**src/rtl/icache_pkg.sv**
```systemverilog
// Shared I-cache definitions.
//  - refill_state_t : refill engine FSM states
//  - calc_offset_width / calc_cache_width : line geometry helpers, used by
//    the refill engine and by the I-cache so both sides agree on line layout.
package icache_pkg;

    typedef enum logic [1:0] {
        IDLE = 2'd0,
        REQ  = 2'd1,
        DATA = 2'd2,
        RESP = 2'd3
    } refill_state_t;

    // Number of byte-offset bits inside one cache line.
    function automatic int calc_offset_width(input int data_width, input int block_size);
        return $clog2((data_width * block_size) / 8);
    endfunction

    // Width in bits of one complete cache line.
    function automatic int calc_cache_width(input int data_width, input int block_size);
        return data_width * block_size;
    endfunction

endpackage

```
**src/rtl/icache_refill_engine_line_buffer.sv**
```systemverilog
// refill_line_buffer
//  Storage for one cache line being refilled: block_size words of data_width
//  bits, written one word at a time and read as one flat line.
//  Ports:
//   clk, rst  : clock, asynchronous active-high reset (clears every word)
//   wr_en     : write strobe for one word
//   wr_sel    : index of the word to write
//   wr_data   : word to write
//   line      : flat line, word k at [k*data_width +: data_width]
module refill_line_buffer
    import icache_pkg::*;
#(
    parameter int  data_width = 32,
    parameter int  block_size = 32,
    localparam int sel_width  = $clog2(block_size),
    localparam int line_width = calc_cache_width(data_width, block_size)
) (
    input  logic                  clk,
    input  logic                  rst,
    input  logic                  wr_en,
    input  logic [sel_width-1:0]  wr_sel,
    input  logic [data_width-1:0] wr_data,
    output logic [line_width-1:0] line
);

    logic [data_width-1:0] words_r [block_size];

    // Word storage: cleared on reset, one word written per strobe.
    always_ff @(posedge clk or posedge rst) begin
        if (rst) begin
            for (int k = 0; k < block_size; k++) begin
                words_r[k] <= {data_width{1'b0}};
            end
        end else if (wr_en) begin
            words_r[wr_sel] <= wr_data;
        end
    end

    // Flatten the word array into the line read port.
    for (genvar k = 0; k < block_size; k++) begin : g_flat
        assign line[k*data_width +: data_width] = words_r[k];
    end

endmodule

```
**src/rtl/icache_refill_engine.sv**
```systemverilog
// icache_refill_engine
//  Line-refill engine behind the I-cache miss port. A one-cycle miss request
//  is turned into one burst read of block_size beats; the beats are assembled
//  into a line that is handed back with a one-cycle valid pulse.
//  Ports:
//   CLK, RST            : clock, asynchronous active-high reset
//   ADDR_TO_L2_VALID    : miss request pulse (accepted only when idle)
//   ADDR_TO_L2          : line address of the miss
//   DATA_FROM_L2        : assembled line, word k at [k*data_width +: data_width]
//   DATA_FROM_L2_VALID  : one-cycle line-valid pulse
//   L2_ACCESS_FAULT     : error summary, valid together with the line pulse
//   BUSY                : refill in progress (capture through valid pulse)
//   MEM_AR*             : burst read request channel
//   MEM_R*              : read beat channel (ready is implicitly always high)
//  Every output comes from a register; no input reaches an output
//  combinationally.
module icache_refill_engine
    import icache_pkg::*;
#(
    parameter int  data_width    = 32,
    parameter int  address_width = 32,
    parameter int  block_size    = 32,
    localparam int offset_width  = calc_offset_width(data_width, block_size),
    localparam int cache_width   = calc_cache_width(data_width, block_size)
) (
    input  logic                              CLK,
    input  logic                              RST,
    input  logic                              ADDR_TO_L2_VALID,
    input  logic [address_width-offset_width-1:0] ADDR_TO_L2,
    output logic [cache_width-1:0]            DATA_FROM_L2,
    output logic                              DATA_FROM_L2_VALID,
    output logic                              L2_ACCESS_FAULT,
    output logic                              BUSY,
    output logic                              MEM_ARVALID,
    input  logic                              MEM_ARREADY,
    output logic [address_width-1:0]          MEM_ARADDR,
    output logic [7:0]                        MEM_ARLEN,
    input  logic                              MEM_RVALID,
    input  logic [data_width-1:0]             MEM_RDATA,
    input  logic                              MEM_RERR,
    input  logic                              MEM_RLAST
);

    localparam int cnt_width       = $clog2(block_size);
    localparam int line_addr_width = address_width - offset_width;
    localparam logic [cnt_width-1:0] cnt_last = cnt_width'(block_size - 1);
    localparam logic [cnt_width-1:0] cnt_one  = cnt_width'(1);

    refill_state_t              state_r;
    refill_state_t              state_nx_s;
    logic [line_addr_width-1:0] addr_r;
    logic [cnt_width-1:0]       cnt_r;
    logic [cnt_width-1:0]       cnt_nx_s;
    logic                       err_r;
    logic                       err_nx_s;
    logic                       beat_s;
    logic                       rlast_bad_s;
    logic                       arvalid_r;
    logic                       busy_r;
    logic                       valid_r;
    logic                       fault_r;

    // A beat is consumed only while collecting data; RVALID elsewhere is noise.
    assign beat_s = (state_r == DATA) && MEM_RVALID;

    // The beat count is authoritative: RLAST must appear exactly on the final
    // counted beat, anything else is a protocol error folded into the fault.
    assign rlast_bad_s = (cnt_r == cnt_last) ? ~MEM_RLAST : MEM_RLAST;

    // Next-state, beat counter and error flag update.
    always_comb begin
        state_nx_s = state_r;
        cnt_nx_s   = cnt_r;
        err_nx_s   = err_r;
        case (state_r)
            IDLE: begin
                if (ADDR_TO_L2_VALID) begin
                    state_nx_s = REQ;
                    cnt_nx_s   = {cnt_width{1'b0}};
                    err_nx_s   = 1'b0;
                end else begin
                    state_nx_s = IDLE;
                end
            end
            REQ: begin
                if (MEM_ARREADY) begin
                    state_nx_s = DATA;
                end else begin
                    state_nx_s = REQ;
                end
            end
            DATA: begin
                if (MEM_RVALID) begin
                    err_nx_s = err_r | MEM_RERR | rlast_bad_s;
                    if (cnt_r == cnt_last) begin
                        state_nx_s = RESP;
                        cnt_nx_s   = {cnt_width{1'b0}};
                    end else begin
                        state_nx_s = DATA;
                        cnt_nx_s   = cnt_r + cnt_one;
                    end
                end else begin
                    state_nx_s = DATA;
                end
            end
            RESP: begin
                state_nx_s = IDLE;
            end
            default: begin
                state_nx_s = IDLE;
                cnt_nx_s   = {cnt_width{1'b0}};
                err_nx_s   = 1'b0;
            end
        endcase
    end

    // FSM state, beat counter and error flag registers.
    always_ff @(posedge CLK or posedge RST) begin
        if (RST) begin
            state_r <= IDLE;
            cnt_r   <= {cnt_width{1'b0}};
            err_r   <= 1'b0;
        end else begin
            state_r <= state_nx_s;
            cnt_r   <= cnt_nx_s;
            err_r   <= err_nx_s;
        end
    end

    // Line address capture; held stable for the whole refill.
    always_ff @(posedge CLK or posedge RST) begin
        if (RST) begin
            addr_r <= {line_addr_width{1'b0}};
        end else if ((state_r == IDLE) && ADDR_TO_L2_VALID) begin
            addr_r <= ADDR_TO_L2;
        end
    end

    // Output flags registered from the next state so they line up with it.
    always_ff @(posedge CLK or posedge RST) begin
        if (RST) begin
            arvalid_r <= 1'b0;
            busy_r    <= 1'b0;
            valid_r   <= 1'b0;
            fault_r   <= 1'b0;
        end else begin
            arvalid_r <= (state_nx_s == REQ);
            busy_r    <= (state_nx_s != IDLE);
            valid_r   <= (state_nx_s == RESP);
            fault_r   <= (state_nx_s == RESP) & err_nx_s;
        end
    end

    refill_line_buffer #(
        .data_width (data_width),
        .block_size (block_size)
    ) u_line_buffer (
        .clk     (CLK),
        .rst     (RST),
        .wr_en   (beat_s),
        .wr_sel  (cnt_r),
        .wr_data (MEM_RDATA),
        .line    (DATA_FROM_L2)
    );

    assign MEM_ARVALID        = arvalid_r;
    assign MEM_ARADDR         = {addr_r, {offset_width{1'b0}}};
    assign MEM_ARLEN          = 8'(block_size - 1);
    assign BUSY               = busy_r;
    assign DATA_FROM_L2_VALID = valid_r;
    assign L2_ACCESS_FAULT    = fault_r;

endmodule

```
**config.mk**
```make
export PLATFORM = sky130hd
export DESIGN_NAME = icache_refill_engine
export DESIGN_NICKNAME = d
export VERILOG_FILES = /design/src/rtl/icache_pkg.sv /design/src/rtl/icache_refill_engine_line_buffer.sv /design/src/rtl/icache_refill_engine.sv
export SDC_FILE = /design/constraint.sdc
export NUM_CORES = 2
export LEC_CHECK = 0
export CAP_MARGIN = 25
export CORE_AREA = 3 3 443 445
export CTS_BUF_LIST = sky130_fd_sc_hd__clkbuf_16
export DETAILED_ROUTE_END_ITERATION = 10
export DIE_AREA = 0 0 446 448
export SETUP_SLACK_MARGIN = 0.5
export SYNTH_ARGS = -nofsm -noshare
export SYNTH_HDL_FRONTEND = slang
export SYNTH_SLANG_ARGS = --single-unit
```
**constraint.sdc**
```tcl
create_clock -name CLK -period 106.8 [get_ports CLK]
set_input_delay 21.36 -clock CLK [delete_from_list [all_inputs] [get_ports CLK]]
set_output_delay 21.36 -clock CLK [all_outputs]
set_load 0.01 [all_outputs]
```
## Yosys cells after proc, flatten, opt, wreduce, memory -nomap -nowiden

Cells that the tools add are included.

- Bitwise logic cells: 5
- Reduce and logical (&&, ||, !) cells: 7
- Order comparisons: 2
- Eq/ne operators: 8
- Muxes and demuxes: 16
- Add/sub/neg operators: 1

Operators by type and width:

| cell | count |
|---|---|
| $bwmux 1024 | 1 |
| $demux 32 s5 | 1 |
| $mux 32 | 1 |
| $mux 5 | 3 |
| $pmux 5 s2 | 1 |
| $pmux 2 s4 | 1 |
| $eq 2x2->1 const B | 3 |
| $ge 6x6->1 const B | 1 |
| $lt 6x1->1 const B | 1 |
| $not 5->6 | 1 |
| $add 5x1->5 const B | 1 |
| $eq 5x5->1 const B | 1 |
| $mux 1 | 5 |
| $eq 2x1->1 const B | 2 |
| $mux 2 | 2 |
| $ne 2x2->1 const B | 2 |
| $reduce_bool 2->1 | 2 |
| $logic_and 1x1->1 | 3 |
| $reduce_and 3->1 | 1 |
| $logic_not 2->1 | 1 |
| $or 1x1->1 | 2 |
| $pmux 1 s2 | 1 |
| $and 1x1->1 | 1 |
| $not 1->1 | 1 |

- Output and inout bits: 1,068
- Register bits: 1,061
- Logic and storage cells: 79
- Input port bits: 64

## Longest topological paths before layout

- Depth after elaboration: 6
- Mapped depth: 6
- Mapped depth without buffers: 6

## Cells and area by module

A second synthesis with hierarchy kept.

- Cell total of the unflattened synthesis: 2,418
- Area, all modules: 40,034.6 um^2

By module, submodules not included:

| module | instances | area an instance (um^2) | cells each | seq. area each (um^2) |
|---|---|---|---|---|
| refill_line_buffer | 1 | 38,270.5 | 2,292 | 25,624.6 |
| icache_refill_engine | 1 | 1,764.2 | 126 | 925.9 |

## Least setup slack after synthesis

OpenSTA, ideal clock, no wires.

- Path type: input to register
- From: in MEM_RVALID
- To: reg u_line_buffer.words_r (netlist bit u_line_buffer.line[978])
- Library setup time: 0.125 ns
- Required time: 106.675 ns
- Buffers on the path: 2
- Arrival: 22.472 ns
- Slack: 84.203 ns
- Cell stages on the path: 5
- Cells stage by stage: buf_4 nand4b_2 nor2_2 buf_2 mux2_2

- Longest elaborated chain between the ends: 1

Ends and longest elaborated chain:

| element | line | text |
|---|---|---|
| from (decl) | icache_refill_engine.sv:38 | `input logic MEM_RVALID,` |
| $logic_and 1x1->1 | icache_refill_engine.sv:64 | `assign beat_s = (state_r == DATA) && MEM_RVALID;` |
| to (signal, indexed assignment) | icache_refill_engine_line_buffer.sv:32 | `words_r[k] <= {data_width{1'b0}};` |
| to (signal, indexed assignment) | icache_refill_engine_line_buffer.sv:35 | `words_r[wr_sel] <= wr_data;` |
| to (decl) | icache_refill_engine_line_buffer.sv:26 | `logic [data_width-1:0] words_r [block_size];` |

Every way passes these cells.
A chain may end at the register's enable or synchronous reset.

==> implementation parameters <==
Parameter                              Value

Clock network
  Post-CTS Repair Setup Buffers ... 0
  Cells resized by post-CTS repair ... 0
  CTS Hold Buffers Added ... 0
  CTS buffer count ... 116
  Root buffer cell ... clkbuf_16
  CTS tree ... built
  H-tree Lvls ... 3
  Max Buffers Root-to-Sink ... 3
  Total clock sinks ... ~1100
  Clock Pin Slew Worst Setup and Hold Paths ... roughly 0.060 ns
  Clock latency reported for the late side of the worst-skew pair ... between 0.7 and 0.8 ns

Detailed routing
  Antenna Nets Post-Route ... 0
  DR vias ... 25360
  Number of design-rule violations left by the first detailed-router iteration ... 1351
  Routed length per instance ... approximately 27 µm
  Ratio of routed vias to standard cells ... 4.131
  DRT Pass-1 Iters ... 5
  Remaining design rule violation count ... 0
  Wirelength, routed ... 165200 µm

Worst setup path
  Most Frequent Cell on Critical Path ... buf_4
  Number of cells on the worst reg-to-reg path ... 4
  Endpoint of the worst register-to-register path ... u_line_buffer.line[999]
  Critical path startpoint category ... primary input
  Worst endpoint required time ... ~110 ns
  Category of the critical setup timing path ... in -> async
  Slowest cell on the critical path ... buf_4
  Stage delay of the slowest cell on the critical path ... 0.85 ns
  Cell chain of the critical path ... clkdlybuf4s50_1, inv_8, buf_12, buf_4, buf_4, buf_4
  Critical path data arrival time ... ~26 ns
  Source of the worst register-to-register timing path ... state_r[1]
  CP endpoint kind ... asynchronous set/reset pin
  Reg-to-reg setup timing slack ... 103.80 ns
  Top fanout value on the critical path ... 136

Pwr
  IR drop worst, VDD ... 0.01426 mV
  Part of the total power dissipated in combinational logic ... 17.0%
  Pint ... between 700 and 800 µW
  Sw Share ... a little over a quarter
  Share of total power in the clock network ... 37.6%
  Net Switching ... 273.1 µW
  Leakage power summed over all cells ... between 0.02 and 0.03 µW
  Areal power density over the cells ... 17.59 nW/µm²
  Seq pwr share ... 45.4%
  Total power ... 1014 µW

STA
  Final setup viols ... 0
  Period Utilization, post-route ... 23.62%
  Minimum period implied by the final worst setup slack ... roughly 25 ns
  Maximum clock frequency ... 39.65 MHz
  TNS Setup ... 0 ns
  Final Max Slew Viols ... 0
  Worst slew margin relative to its limit ... between 30% and 40%
  Transition time of the tightest slew-check pin ... approximately 1.0 ns
  Final Skew ... between 0.03 and 0.04 ns
  Final Hold Violating Endpoints ... 0
  Final-layout worst hold slack ... around 0.48 ns
  Unrepaired setup endpoints after global routing ... false

Min path
  Source of the worst hold timing path ... u_line_buffer.line[995]
  Worst hold path cell count ... 1
  Worst min-delay path endpoint ... u_line_buffer.line[995]
  Hold/Removal Path Class ... reg -> reg

Final layout
  Filler instances ... 19320
  Final layout net count ... 3585
  Area growth from synthesis to layout ... 42.88%
  Share of post-route cells with drive strength above 1 ... 36.07%
  Count of placed standard cells in the final layout, fillers left out ... 6139
  Final standard cell area without fillers ... 57620 µm²

Run status
  Result of the run ... finished, final reports clean

Placed design
  Number of input and output port buffers inserted ... around 1100
  HPWL Detailed ... 111900 µm
  Routability congestion estimate from global placement ... 0.7544
  Number of cells after detailed placement ... 5922
  Cell area after placement ... 54010 µm²

Global routing
  Total GRT Usage ... 15.98%
  Number of antenna violations at the first check in global routing ... 15
  Total congestion overflow ... 0
  Largest net degree at the start of global routing ... 137
  Via count of the first global-routing pass ... 26530
  First-pass GRT wire length ... between 200000 and 250000 µm

Logic synthesis
  Part of the Yosys area used for sequential elements ... 65.83%
  Cell count after synthesis ... 2423
  Main combinational cell family by area after synthesis ... multiplexers
  Warning count from the yosys run ... 0
  Fraction of the mapped netlist area in compound gates ... 0.2389%
  Simple-gate portion of the synthesized area ... between 1 and 1.5%
  Number of distinct standard cells referenced by the synthesized netlist ... 40
  Area share of fa/ha/maj cells after synthesis ... 0.1551%
  Syn Std Cell Area ... between 40000 and 50000 µm²
  Top cell type by total area after synthesis ... dfrtp_1
  Synthesized flop and latch total ... roughly 1100
  Xor and xnor fraction of the mapped netlist area ... less than 1%
  Fraction of synthesized cell area taken by the top area cell type ... 65.83%
  Multiplexer share of the synthesized area ... 29.31%
  Area contributors post-synth ... dfrtp_1 66%, mux2_2 28%, mux2_1 1.1%
  Post-synthesis average cell area ... about 17 µm²

Die
  Floorplan die height ... ~450 µm
  Boundary Pins ... approximately 1100
  # rows ... 161
  Die area ... 199800 µm²
  Width of the chip ... 446 µm
  Initial core utilization ... between 20% and 30%
  Area of the core region ... roughly 190000 µm²

Flow run
  Count of max-cap constraint violations ... 0
## sequential cells by signal, indices dropped and copies added (netlist names)
name / flops
addr_r: 25
DATA_FROM_L2_VALID: 1
u_line_buffer.line: 1024
err_r: 1
BUSY: 1
MEM_ARVALID: 1
cnt_r: 5
state_r: 2
L2_ACCESS_FAULT: 1
## worst max-delay path, delay by kind of cell
kind,cells,cell delay (ns)
buffers and inverters,6,4.01
## per-stage QoR
stage | setup WS [ns] | utilization [%]
floorplan | 55.57 | -
global placement | 80.77 | 28.02
detailed placement | 80.69 | 28.05
CTS | 81.56 | 29.89
global route | 80.99 | 29.92
finish | 81.58 | 29.92
## synth_stat cells, drive strengths merged
library cell and number:
clkbuf 97, o31ai 3, nor4b 1, a21oi 1, mux2i 1, inv 5, nand2 20, mux2 1049
and3 1, xor2 1, nor2b 1, nor3 2, buf 120, or3b 1, ha 5, or4b 1
a31oi 1, nand3 4, o21ai 8, nand3b 3, o21bai 1, nor2 17, nand4b 4, conb 2
nand2b 2, and4b 4, dfrtp 1061, o211ai 2, nor3b 5
## logic make-up (layout without fill, tap and decap cells)
family | after synthesis | count (layout)
AOI/OAI and AO/OA | 16 | 16
muxes | 1050 | 1050
DFF | 1061 | 1061
adders and majority gates | 5 | 5
and+or+nand+nor | 66 | 66
buffers and inverters | 222 | 1393
xor gates and xnor gates | 1 | 1
other | 2 | 21
## cell type report
class	count	area (µm²)	share of cell area (%)
multi-input combinational	1153	12730	22.10
antenna	6	15.01	0.02606
tap	2526	3161	5.485
clock buffer	116	2903	5.038
clock inverter	93	636.9	1.105
timing repair buffer	1179	11600	20.13
inverter	5	26.28	0.04560
sequential	1061	26550	46.08
## placed cells by master (no fill, tap or decap), types with 2 or more instances in the layout
cell type / synthesis / final
conb_1: 2 / 15
nand3_1: 3 / 3
nor2_4: 7 / 16
nand3b_2: 2 / 2
inv_6: 0 / 5
inv_16: 0 / 3
nand2_2: 0 / 3
and4b_1: 4 / 4
clkdlybuf4s50_1: 0 / 1089
nor3b_2: 4 / 4
nand2_1: 20 / 4
nand2b_1: 2 / 2
buf_2: 48 / 27
clkbuf_16: 0 / 116
clkinv_2: 0 / 20
diode_2: 0 / 6
nand2_4: 0 / 13
o211ai_1: 2 / 2
nand4b_4: 2 / 2
nand4b_2: 2 / 2
buf_16: 0 / 2
buf_4: 50 / 57
clkinvlp_4: 0 / 5
mux2_1: 41 / 41
ha_1: 5 / 5
bufinv_16: 0 / 5
o31ai_1: 3 / 3
dfrtp_1: 1061 / 1061
o21ai_0: 7 / 7
buf_12: 0 / 4
mux2_2: 1008 / 1008
clkinv_1: 0 / 28
inv_1: 5 / 29
## routing by layer
metal,global-route usage [%],vias to the layer above,part of all wire [%]
met5,0,-,0
met4,6.001,0,3.4
met3,3.470,235,6.2
met1,18.66,13620,38
met2,28.58,856,52
li1,-,10660,-
## power by group through the flow
stage | Combinational (µW) | Clock [µW] | Sequential, µW
floorplan | 54.5 | 0 | 480
global placement | 174 | 0 | 465
detailed placement | 175 | 0 | 467
CTS | 176 | 394 | 460
global route | 182 | 410 | 464
finish | 172 | 381 | 460
## worst max path at each step
stage | startpoint | end | slack, ns | cells past startpoint
6_report | RST | u_line_buffer.line[958] | 81.58 | 6
5_1_grt | RST | u_line_buffer.line[839] | 80.99 | 6
4_1_cts | RST | u_line_buffer.line[803] | 81.56 | 6
3_5_place_dp | RST | u_line_buffer.line[643] | 80.69 | 6
3_3_place_gp | RST | u_line_buffer.line[643] | 80.77 | 6
2_1_floorplan | RST | BUSY | 55.57 | 1
No activity file was read; power rests on OpenSTA's default activity.
